<file path="src/rtl/kernel_pkg.sv">
// kernel_pkg: shared definitions for the kernel row reader.
//   KERNEL_SIZE : width of the horizontal row segment (pixels per triple).
//   state_t     : reader FSM states, 3-bit encoding.
//   clogb2      : number of bits needed to hold values 0..value-1 (minimum 1).
package kernel_pkg;

  localparam int KERNEL_SIZE = 3;

  typedef enum logic [2:0] {
    IDLE = 3'd0,
    RD0  = 3'd1,
    RD1  = 3'd2,
    RD2  = 3'd3,
    CAP  = 3'd4,
    OUT  = 3'd5,
    FIN  = 3'd6
  } state_t;

  function automatic int clogb2(input int value);
    int r;
    r = 0;
    while ((1 << r) < value) r = r + 1;
    return (r < 1) ? 1 : r;
  endfunction

endpackage

</file>
<file path="src/rtl/kernel_row_reader_if.sv">
// kernel_row_reader_if: BRAM read bus plus the triple stream to the
// convolution datapath. Signal names are from the reader's point of view.
//   o_read_en/o_addr      : one read request per cycle, data returns next cycle
//   i_data                : BRAM read data
//   o_triple/o_triple_valid/i_triple_ready : segment stream
//   o_strip_first/o_strip_last : qualifiers, meaningful only with valid
// Handshake: a triple transfers on a rising clk edge where o_triple_valid and
// i_triple_ready are both 1. Once valid rises, o_triple and the qualifiers
// stay stable and valid stays high until that transfer; ready may be driven
// freely and is ignored while valid is low.
interface kernel_row_reader_if #(
  parameter int RAM_WIDTH  = 8,
  parameter int ADDR_WIDTH = 16
);
  logic                   o_read_en;
  logic [ADDR_WIDTH-1:0]  o_addr;
  logic [RAM_WIDTH-1:0]   i_data;
  logic [3*RAM_WIDTH-1:0] o_triple;
  logic                   o_triple_valid;
  logic                   i_triple_ready;
  logic                   o_strip_first;
  logic                   o_strip_last;

  modport master (
    output o_read_en, o_addr, o_triple, o_triple_valid, o_strip_first, o_strip_last,
    input  i_data, i_triple_ready
  );

  modport slave (
    input  o_read_en, o_addr, o_triple, o_triple_valid, o_strip_first, o_strip_last,
    output i_data, i_triple_ready
  );
endinterface

</file>
<file path="src/rtl/kernel_addr_counter.sv">
// kernel_addr_counter: tracks the current segment position in kernel order.
//   clk, reset          : clock, async active-high reset
//   i_advance           : step to the next segment (down the strip, then next strip)
//   i_clear             : return to the frame origin
//   o_row_base          : address of the left pixel of the current segment
//   o_is_strip_first    : current segment is row 0
//   o_is_strip_last     : current segment is the bottom row
//   o_is_frame_last     : current segment is the final one of the frame
module kernel_addr_counter
  import kernel_pkg::*;
#(
  parameter int ADDR_WIDTH   = 16,
  parameter int IMAGE_WIDTH  = 10,
  parameter int IMAGE_HEIGHT = 10
) (
  input  logic                  clk,
  input  logic                  reset,
  input  logic                  i_advance,
  input  logic                  i_clear,
  output logic [ADDR_WIDTH-1:0] o_row_base,
  output logic                  o_is_strip_first,
  output logic                  o_is_strip_last,
  output logic                  o_is_frame_last
);
  localparam int COL_W = clogb2(IMAGE_WIDTH);
  localparam int ROW_W = clogb2(IMAGE_HEIGHT);

  logic [COL_W-1:0]      col_q, col_d;
  logic [ROW_W-1:0]      row_q, row_d;
  logic [ADDR_WIDTH-1:0] base_q, base_d;

  logic row_at_bottom;
  logic col_at_end;

  assign row_at_bottom = (row_q == ROW_W'(IMAGE_HEIGHT - 1));
  assign col_at_end    = (col_q == COL_W'(IMAGE_WIDTH - KERNEL_SIZE));

  always_comb begin
    col_d  = col_q;
    row_d  = row_q;
    base_d = base_q;
    if (i_clear) begin
      col_d  = '0;
      row_d  = '0;
      base_d = '0;
    end else if (i_advance) begin
      if (!row_at_bottom) begin
        row_d  = row_q + ROW_W'(1);
        base_d = base_q + ADDR_WIDTH'(IMAGE_WIDTH);
      end else begin
        // Top of the next strip: row 0, one column to the right.
        row_d  = '0;
        col_d  = col_q + COL_W'(1);
        base_d = ADDR_WIDTH'(col_q) + ADDR_WIDTH'(1);
      end
    end
  end

  always_ff @(posedge clk or posedge reset) begin
    if (reset) begin
      col_q  <= '0;
      row_q  <= '0;
      base_q <= '0;
    end else begin
      col_q  <= col_d;
      row_q  <= row_d;
      base_q <= base_d;
    end
  end

  assign o_row_base       = base_q;
  assign o_is_strip_first = (row_q == '0);
  assign o_is_strip_last  = row_at_bottom;
  assign o_is_frame_last  = row_at_bottom && col_at_end;

endmodule

</file>
<file path="src/rtl/kernel_row_reader.sv">
// kernel_row_reader: walks a loaded frame in kernel order, reading three
// pixels per segment from BRAM and presenting them as one packed triple.
//   clk, reset     : clock, async active-high reset
//   i_start        : begin a walk (only looked at in IDLE, needs i_frame_ready)
//   i_frame_ready  : BRAM holds a complete frame
//   bus (master)   : BRAM read port and triple stream, see kernel_row_reader_if
//   o_busy         : walk in progress (any state but IDLE)
//   o_done         : one-cycle pulse after the final segment is accepted
//   o_state        : current FSM state, for observation
module kernel_row_reader
  import kernel_pkg::*;
#(
  parameter int RAM_WIDTH    = 8,
  parameter int ADDR_WIDTH   = 16,
  parameter int IMAGE_WIDTH  = 10,
  parameter int IMAGE_HEIGHT = 10
) (
  input  logic                       clk,
  input  logic                       reset,
  input  logic                       i_start,
  input  logic                       i_frame_ready,
  kernel_row_reader_if.master        bus,
  output logic                       o_busy,
  output logic                       o_done,
  output state_t                     o_state
);
  state_t                state_q, state_d;
  logic [RAM_WIDTH-1:0]  p0_q, p1_q, p2_q;
  logic [ADDR_WIDTH-1:0] addr_q, addr_d;
  logic                  read_en;
  logic                  advance;
  logic                  clear;

  logic [ADDR_WIDTH-1:0] row_base;
  logic                  is_strip_first;
  logic                  is_strip_last;
  logic                  is_frame_last;

  kernel_addr_counter #(
    .ADDR_WIDTH  (ADDR_WIDTH),
    .IMAGE_WIDTH (IMAGE_WIDTH),
    .IMAGE_HEIGHT(IMAGE_HEIGHT)
  ) u_counter (
    .clk             (clk),
    .reset           (reset),
    .i_advance       (advance),
    .i_clear         (clear),
    .o_row_base      (row_base),
    .o_is_strip_first(is_strip_first),
    .o_is_strip_last (is_strip_last),
    .o_is_frame_last (is_frame_last)
  );

  // Address defaults to its previous value so it holds through CAP, OUT,
  // FIN and IDLE; only the three read states drive a new one.
  always_comb begin
    state_d = state_q;
    addr_d  = addr_q;
    read_en = 1'b0;
    advance = 1'b0;
    clear   = 1'b0;
    unique case (state_q)
      IDLE: if (i_start && i_frame_ready) state_d = RD0;
      RD0: begin
        read_en = 1'b1;
        addr_d  = row_base;
        state_d = RD1;
      end
      RD1: begin
        read_en = 1'b1;
        addr_d  = row_base + ADDR_WIDTH'(1);
        state_d = RD2;
      end
      RD2: begin
        read_en = 1'b1;
        addr_d  = row_base + ADDR_WIDTH'(2);
        state_d = CAP;
      end
      CAP: state_d = OUT;
      OUT: begin
        if (bus.i_triple_ready) begin
          advance = 1'b1;
          state_d = is_frame_last ? FIN : RD0;
        end
      end
      FIN: begin
        clear   = 1'b1;
        state_d = IDLE;
      end
      default: state_d = IDLE;
    endcase
  end

  always_ff @(posedge clk or posedge reset) begin
    if (reset) begin
      state_q <= IDLE;
      addr_q  <= '0;
    end else begin
      state_q <= state_d;
      addr_q  <= addr_d;
    end
  end

  // Read data lags the request by one cycle: the pixel requested in RD0
  // arrives during RD1, RD1's during RD2, RD2's during CAP.
  always_ff @(posedge clk or posedge reset) begin
    if (reset) begin
      p0_q <= '0;
      p1_q <= '0;
      p2_q <= '0;
    end else begin
      if (state_q == RD1) p0_q <= bus.i_data;
      if (state_q == RD2) p1_q <= bus.i_data;
      if (state_q == CAP) p2_q <= bus.i_data;
    end
  end

  assign bus.o_read_en      = read_en;
  assign bus.o_addr         = addr_d;
  assign bus.o_triple       = {p2_q, p1_q, p0_q};
  assign bus.o_triple_valid = (state_q == OUT);
  assign bus.o_strip_first  = (state_q == OUT) && is_strip_first;
  assign bus.o_strip_last   = (state_q == OUT) && is_strip_last;
  assign o_busy             = (state_q != IDLE);
  assign o_done             = (state_q == FIN);
  assign o_state            = state_q;

endmodule
</file>
<file path="src/flat_wrapper.sv">
// flat-port wrapper written by rule: the top's interface ports become plain ports
module kernel_row_reader_flat import kernel_pkg::*;
#(
  parameter int RAM_WIDTH    = 8,
  parameter int ADDR_WIDTH   = 16,
  parameter int IMAGE_WIDTH  = 10,
  parameter int IMAGE_HEIGHT = 10
)
  (clk, reset, i_start, i_frame_ready, o_busy, o_done, o_state, bus_o_read_en, bus_o_addr, bus_o_triple, bus_o_triple_valid, bus_o_strip_first, bus_o_strip_last, bus_i_data, bus_i_triple_ready);
  kernel_row_reader_if #(.RAM_WIDTH(RAM_WIDTH), .ADDR_WIDTH(ADDR_WIDTH)) bus_i ();
  input  logic clk;
  input  logic reset;
  input  logic i_start;
  input  logic i_frame_ready;
  output logic o_busy;
  output logic o_done;
  output state_t o_state;
  output wire logic [$bits(bus_i.o_read_en)-1:0] bus_o_read_en;
  output wire logic [$bits(bus_i.o_addr)-1:0] bus_o_addr;
  output wire logic [$bits(bus_i.o_triple)-1:0] bus_o_triple;
  output wire logic [$bits(bus_i.o_triple_valid)-1:0] bus_o_triple_valid;
  output wire logic [$bits(bus_i.o_strip_first)-1:0] bus_o_strip_first;
  output wire logic [$bits(bus_i.o_strip_last)-1:0] bus_o_strip_last;
  input wire logic [$bits(bus_i.i_data)-1:0] bus_i_data;
  input wire logic [$bits(bus_i.i_triple_ready)-1:0] bus_i_triple_ready;
  assign bus_o_read_en = bus_i.o_read_en;
  assign bus_o_addr = bus_i.o_addr;
  assign bus_o_triple = bus_i.o_triple;
  assign bus_o_triple_valid = bus_i.o_triple_valid;
  assign bus_o_strip_first = bus_i.o_strip_first;
  assign bus_o_strip_last = bus_i.o_strip_last;
  assign bus_i.i_data = bus_i_data;
  assign bus_i.i_triple_ready = bus_i_triple_ready;
  kernel_row_reader #(.RAM_WIDTH(RAM_WIDTH), .ADDR_WIDTH(ADDR_WIDTH), .IMAGE_WIDTH(IMAGE_WIDTH), .IMAGE_HEIGHT(IMAGE_HEIGHT)) u_core (.clk(clk), .reset(reset), .i_start(i_start), .i_frame_ready(i_frame_ready), .bus(bus_i), .o_busy(o_busy), .o_done(o_done), .o_state(o_state));
endmodule
</file>
<file path="config.mk">
export PLATFORM = sky130hd
export DESIGN_NAME = kernel_row_reader_flat
export DESIGN_NICKNAME = d
export VERILOG_FILES = /design/src/rtl/kernel_pkg.sv /design/src/rtl/kernel_row_reader_if.sv /design/src/rtl/kernel_addr_counter.sv /design/src/rtl/kernel_row_reader.sv /design/src/flat_wrapper.sv
export SDC_FILE = /design/constraint.sdc
export NUM_CORES = 1
export LEC_CHECK = 0
export BUFFER_PORTS_ARGS = -buffer_cell sky130_fd_sc_hd__buf_2
export CORE_ASPECT_RATIO = 0.5
export CORE_UTILIZATION = 56
export CTS_BUF_LIST = sky130_fd_sc_hd__clkbuf_16
export DETAILED_ROUTE_END_ITERATION = 10
export PLACE_DENSITY = 0.8
export SLEW_MARGIN = 15
export SYNTH_ARGS = -nofsm -noshare
export SYNTH_HDL_FRONTEND = slang
export SYNTH_SLANG_ARGS = --single-unit
</file>
<file path="constraint.sdc">
create_clock -name clk -period 2.4 [get_ports clk]
set_clock_uncertainty 0.2 [all_clocks]
set_input_delay 0 -clock clk [delete_from_list [all_inputs] [get_ports clk]]
set_output_delay 0 -clock clk [all_outputs]
set_load 0.01 [all_outputs]
</file>
### After elaboration in Yosys (flattened, before gate mapping)

Cells that the tools add are included.
Widths: inputs -> output; s select.

| operators by class | value |
|---|---|
| muxes and demuxes | 18 |
| divide/modulo/power cells | 0 |
| reduce and logical (&&, ||, !) cells | 12 |
| shifts and indexed selects | 0 |
| $mul | 0 |
| $add $sub $neg | 6 |
| bitwise logic cells | 0 |
| order comparisons | 0 |
| equality and inequality tests | 10 |

Operator list:

| kind | count |
|---|---|
| $mux 16 | 3 |
| $pmux 16 s3 | 1 |
| $mux 4 | 6 |
| $pmux 3 s6 | 1 |
| $add 16x1->16 const B | 1 |
| $add 16x2->16 const B | 1 |
| $add 16x4->16 const B | 1 |
| $eq 3x3->1 const B | 3 |
| $mux 3 | 3 |
| $add 4x1->4 const B | 2 |
| $eq 3x2->1 const B | 2 |
| $add 4x1->5 const B | 1 |
| $eq 4x3->1 const B | 1 |
| $eq 4x4->1 const B | 1 |
| $logic_and 1x1->1 | 4 |
| $logic_not 4->1 | 1 |
| $mux 1 | 4 |
| $ne 2x1->1 const B | 2 |
| $reduce_and 2->1 | 2 |
| $reduce_bool 2->1 | 2 |
| $eq 3x1->1 const B | 1 |
| $logic_not 3->1 | 1 |
| $reduce_bool 3->1 | 1 |
| $reduce_or 3->1 | 1 |

| word-level totals | value |
|---|---|
| RAM bits | 0 |
| output and inout port bits | 49 |
| bits of input ports | 13 |
| word-level logic and storage cells | 54 |
| bits in latches | 0 |
| register bits | 67 |
| bits in read-only memories | 0 |
| memories | 0 |

### Depth between registers and ports, before layout

| logic depth | value |
|---|---|
| word-level depth | 5 |
| depth in mapped cells | 8 |
| gate-level depth less buffers | 7 |

### By module

From an unflattened synthesis, not the netlist that was laid out.

| unflattened totals | value |
|---|---|
| cells, all modules | 350 |
| area, all modules | 3545.9 sq um |

Modules (own cells, without submodules):

| module | instances | area each (sq um) | sequential area each (sq um) | cells an instance |
|---|---|---|---|---|
| kernel_row_reader | 1 | 2224.6 | 1076.0 | 213 |
| kernel_addr_counter | 1 | 1321.3 | 600.6 | 137 |

### Worst setup path after synthesis

Ideal clock, no wire load.

| timing | value |
|---|---|
| kind | register to register |
| start point | reg u_core.state_q[1] (netlist: u_core.o_state[1]) |
| end point | reg u_core.u_counter.base_q[14] (netlist: u_core.u_counter.o_row_base[14]) |
| arrival time | 1862 ps |
| setup slack | 258 ps |
| data required time | 2120 ps |
| buffers on the path | 1 |
| setup time | 80 ps |
| period minus slack after synthesis | 2142 ps |
| stages on the path, launching flop included | 7 |
| path through | dfrtp_1 > buf_6 > and3b_1 > o21ai_2 > or3_4 > or4_1 > a21oi_1 |

| on the way | value |
|---|---|
| word-level cells in the longest chain between the ends | 3 |
| elaborated cells on any way between the ends | 6 |
| those cells by class | 2 x eq/ne; 3 x mux; 1 x reduce/logical |

RTL lines:

| item | line | text |
|---|---|---|
| start, declared | kernel_row_reader.sv:27 | `state_t state_q, state_d;` |
| start signal, assigned | kernel_row_reader.sv:99 | `state_q <= state_d;` |
| $eq 3x3->1 | kernel_row_reader.sv:62 | `unique case (state_q)` |
| $mux 1 | kernel_row_reader.sv:62 |  |
| $mux 16 / $reduce_bool 2->1 (equally long branches) | n/a |  |
| end signal, assigned | kernel_addr_counter.sv:67 | `base_q <= base_d;` |
| end, declared | kernel_addr_counter.sv:30 | `logic [ADDR_WIDTH-1:0] base_q, base_d;` |

Several ways; a longest one is shown, not always the timed one.
A chain may end at the register's enable or synchronous reset.

### Final worst setup path

| timing | value |
|---|---|
| start point | reg u_core.state_q[0] (netlist: u_core.o_state[0]) |
| end point | out bus_o_addr[6] |

| on the way | value |
|---|---|
| word-level cells in the longest chain between the ends | 2 |
| elaborated cells on any way between the ends | 4 |
| those cells by class | 3 x eq/ne; 1 x mux |

RTL lines:

| item | line | text |
|---|---|---|
| $eq 3x2->1 / $eq 3x1->1 (equally long branches) | kernel_row_reader.sv:62 |  |
| $pmux 16 s3 (*) | kernel_row_reader.sv:62 |  |
| end, declared | flat_wrapper.sv:19 | `output wire logic [$bits(bus_i.o_addr)-1:0] bus_o_addr;` |

Every way passes the cells marked *; elsewhere a longest branch is shown, timed or not.

==> results.rst <==
.. list-table::
   :header-rows: 1

   * - Metric
     - Value
   * - I/O pins
     - 62
   * - Number of antenna violations at the first check in global routing
     - 0
   * - Diodes inserted
     - 0
   * - Compound-gate portion of the synthesized area
     - 0.145
   * - PortBufs
     - 61
   * - Post-Place Cell Area
     - 0.00387 mm2
   * - Count of state elements after synthesis
     - 67
   * - Number of warnings printed during yosys synthesis
     - 0
   * - Mapped cell area
     - 0.00343 mm2
   * - Global-route wire length before repair
     - 16,700 um
   * - Register-to-Register Setup Slack
     - 0.19 ns
   * - Total global-route track usage
     - 0.342
   * - Synth Net Count
     - 372
   * - Floorplan die area
     - 0.00646 mm2
   * - Share of the synthesized area in the top cell type
     - 0.489
   * - Top-count cell post-synth
     - sky130_fd_sc_hd__dfrtp_1
   * - Worst hold path stage count
     - 3
   * - Post-synthesis adder-cell area fraction
     - 0.0219
   * - Width of the chip
     - 113 um
   * - Worst Hold Path EP
     - u_core.p2_q[1]$_DFFE_PP0P_
   * - Number of enable flip-flop cells after synthesis
     - 0
   * - Placed wire-length estimate
     - 6320 um
   * - Multiplexer area fraction after synthesis
     - 0.0818
   * - Start point of the worst min-delay path
     - bus_i_data[1]
   * - Routed Wire Length
     - 10,200 um
   * - Most frequently used flop master after synthesis
     - sky130_fd_sc_hd__dfrtp_1
   * - Max transition margin
     - 0.636
   * - Maximum clock path buffer count
     - 2
   * - Maximum resistive drop on vdd
     - 1.20 mV
   * - Combinational share of power
     - 0.417
   * - Total vias in the final route
     - 3,248
   * - Per-instance average area after synthesis
     - 9.71 um2
   * - Pre-CTS setup slack
     - 0.206 ns
   * - Number of design-rule violations left by the first detailed-router iteration
     - 376
   * - Clock tree from TritonCTS
     - done
   * - Area leader, netlist
     - sky130_fd_sc_hd__dfrtp_1
   * - Worst R2R Path Depth
     - 5
   * - Area share of xor/xnor cells in the synthesized design
     - 0.0358
   * - Setup violation total in the final timing report
     - 0
   * - Final std cell area, no fill
     - 0.00448 mm2
   * - Async set or reset register ratio after synthesis
     - 1.00
   * - Worst reg2reg startpoint
     - u_core.o_state[1]$_DFFE_PP0P_
   * - Max-capacitance violation count
     - 0
   * - Fraction of layout instances using a drive strength above 1
     - 0.351
   * - WL/cell
     - 19.6 um
   * - Later-pin clock latency in the skew report
     - 0.34 ns
   * - Synthesis-to-finish area growth
     - 30.7%
   * - Most frequent cells after synthesis
     - 67 x sky130_fd_sc_hd__dfrtp_1, 39 x sky130_fd_sc_hd__nor2_1, 35 x sky130_fd_sc_hd__nand2_1
   * - Instance count of the mapped netlist
     - 353
   * - RSZ-0062 raised after global routing
     - true
   * - Cell internal pwr
     - 3340 uW
   * - Actual slew at the worst max-slew pin
     - 0.540 ns
   * - Highest fanout seen on the critical path
     - 16
   * - Net switching fraction of the power
     - 0.393
   * - Overflow left after global routing
     - 0
   * - Final-stage net count
     - 458
   * - Via count of the first global-routing pass
     - 3,280
   * - Count of cell types in the netlist
     - 49
   * - Sum of negative setup slack
     - 0 ns
   * - Worst endpoint required time
     - 2.20 ns
   * - Run status
     - completed
   * - Power share of the sequential group
     - 0.333
   * - H-tree Lvls
     - 3
   * - Die Height
     - 57.3 um
   * - Classification of the worst-slack hold path
     - primary input to flip-flop
   * - Largest net degree at the start of global routing
     - 31
   * - Inserted Clock Buffers
     - 9
   * - Number of placement rows
     - 19
   * - Leading cell types by total area after synthesis
     - sky130_fd_sc_hd__dfrtp_1 49%, sky130_fd_sc_hd__mux2_2 7.9%, sky130_fd_sc_hd__nor2_1 4.3%
   * - Power spent charging and discharging nets
     - 2160 uW
   * - Sequential area share after synthesis
     - 0.489
   * - Number of sinks on the clock net
     - 67
   * - Portion of the clock cycle consumed by the worst path in the final layout
     - 0.998
   * - Clock tree root buffer cell
     - sky130_fd_sc_hd__clkbuf_16
   * - Critical path endpoint category
     - output pin
   * - Data arrival, critical path
     - 2.20 ns
   * - Detailed-router iteration count before antenna repair
     - 5
   * - R2R Path End
     - u_core.u_counter.o_row_base[14]$_DFFE_PP0P_
   * - ANT nets after route
     - 0
   * - Final critical-path required period
     - 2.40 ns
   * - Simple-gate portion of the synthesized area
     - 0.186
   * - Number of fill cells
     - 357
   * - Dominant combinational cell family by area after synthesis
     - simple AND/OR/NAND/NOR gates
   * - Worst Setup Slack, final
     - 0.00473 ns
   * - Effective utilization at floorplan
     - 0.603
   * - Crit path kind
     - flip-flop to output pin
   * - Post-detailed-route DRC marker count
     - 0
   * - Fin. Hold Viols
     - 0
   * - Timing-limited maximum frequency
     - 417 MHz
   * - Final core utilization
     - 0.789
   * - Startpoint kind of the worst setup timing path
     - flip-flop
   * - Via density
     - 6.28
   * - PwrDens
     - 1230 mW/mm2
   * - Routability congestion estimate
     - 0.967
   * - Part of the total power dissipated in the clock network
     - 0.250
   * - Clock-pin slew on the worst setup and hold paths
     - 0.06 ns
   * - Cell leakage power
     - 0.00201 uW
   * - Number of slew-limit violations in the final report
     - 0
   * - CORE AREA
     - 0.00568 mm2
## layer usage
metal | track usage | wire [um] | vias up | part of all wire
met2 | 0.542 | 4740 | 184 | 0.47
met5 | 0 | 0 | - | 0
met1 | 0.431 | 4210 | 1590 | 0.41
li1 | - | - | 1441 | -
met3 | 0.112 | 910 | 33 | 0.090
met4 | 0.171 | 301 | 0 | 0.030
## worst max-delay path: stages, from the launching register on
cell and delay [ns]:
sky130_fd_sc_hd__dfrtp_1 0.42, sky130_fd_sc_hd__buf_6 0.18, sky130_fd_sc_hd__nand2b_4 0.17, sky130_fd_sc_hd__a211o_4 0.38, sky130_fd_sc_hd__or3_1 0.34, sky130_fd_sc_hd__a31oi_2 0.21, sky130_fd_sc_hd__buf_2 0.16
## through the flow
step	hold WS (ns)	power [uW]	instances
floorplan	-0.0494	3040	353
global placement	-0.228	3740	483
detailed placement	-0.217	3830	483
CTS	0.245	5320	515
global route	0.280	5760	517
finish	0.264	5500	517
## final cells by class
type / instances / area (um2) / share of cell area
tap: 73 / 91.3 / 0.0204
inverter: 15 / 57.6 / 0.0128
sequential: 67 / 1690 / 0.377
timing repair buffer: 94 / 602 / 0.134
clock inverter: 7 / 83.8 / 0.0187
clock buffer: 9 / 225 / 0.0503
multi-input combinational: 252 / 1730 / 0.386
## logic make-up after synthesis
kind of cell	count (synthesis)
AO/OA/AOI/OAI	75
adder cells (fa/ha/maj)	6
AND/OR/NAND/NOR	132
buffers and inverters	34
flip-flops	67
XOR/XNOR	14
multiplexers	25
## how the worst max path moves through the flow
stage          cells after the start  slack [ns]                                          end                                        from
5_1_grt                            6       -0.09                               bus_o_addr[15]  u_core.u_counter.o_row_base[2]$_DFFE_PP0P_
2_1_floorplan                      6        0.26  u_core.u_counter.o_row_base[14]$_DFFE_PP0P_               u_core.o_state[1]$_DFFE_PP0P_
3_3_place_gp                       7        0.31                               bus_o_addr[14]  u_core.u_counter.o_row_base[1]$_DFFE_PP0P_
3_5_place_dp                       6        0.21                               bus_o_addr[15]  u_core.u_counter.o_row_base[1]$_DFFE_PP0P_
6_report                           6       0.005                                bus_o_addr[6]               u_core.o_state[0]$_DFFE_PP0P_
4_1_cts                            6        0.01                                bus_o_addr[6]               u_core.o_state[0]$_DFFE_PP0P_
## registers in the layout, indices dropped and copies added (netlist names)
| register | flops |
|---|---|
| u_core.u_counter.col_q | 4 |
| u_core.u_counter.row_q | 4 |
| u_core.u_counter.o_row_base | 16 |
| u_core.p0_q | 8 |
| u_core.p1_q | 8 |
| u_core.p2_q | 8 |
| u_core.addr_q | 16 |
| u_core.o_state | 3 |
## timing repair
action | 4_1_cts | 5_1_grt
hold endpoints to repair | 101 | 0
buffers inserted | 3 | 2
endpoints found under the setup margin | 11 | 13
pin swaps | 2 | 4
hold buffers | 13 | 0
resized for setup | 17 | 20
## cell usage in the layout (no fill, tap or decap), drive strengths merged, types with 3 or more instances in the layout
master | netlist | final
buf | 4 | 81
dfrtp | 67 | 67
nor2 | 39 | 39
nand2 | 35 | 35
mux2 | 24 | 24
o21ai | 20 | 20
inv | 14 | 17
a21oi | 14 | 14
dlygate4sd3 | 0 | 13
or3 | 10 | 10
clkbuf | 15 | 9
nand3 | 9 | 9
nor3 | 8 | 8
nor4 | 8 | 8
xnor2 | 7 | 7
xor2 | 7 | 7
nand4 | 6 | 6
ha | 6 | 6
o31ai | 5 | 5
o22ai | 5 | 5
a31oi | 5 | 5
nor2b | 4 | 4
a221o | 4 | 4
o22a | 4 | 4
nand3b | 3 | 3
nand2b | 3 | 3
a211oi | 3 | 3
clkinv | 1 | 3
## power groups by stage
stage	logic [uW]	clock network [uW]	registers (uW)
2_1_floorplan	1240	0	1800
3_3_place_gp	1990	0	1750
3_5_place_dp	2050	0	1780
4_1_cts	2160	1380	1780
5_1_grt	2460	1430	1860
6_report	2290	1380	1830
No activity file was read; power rests on OpenSTA's default activity.
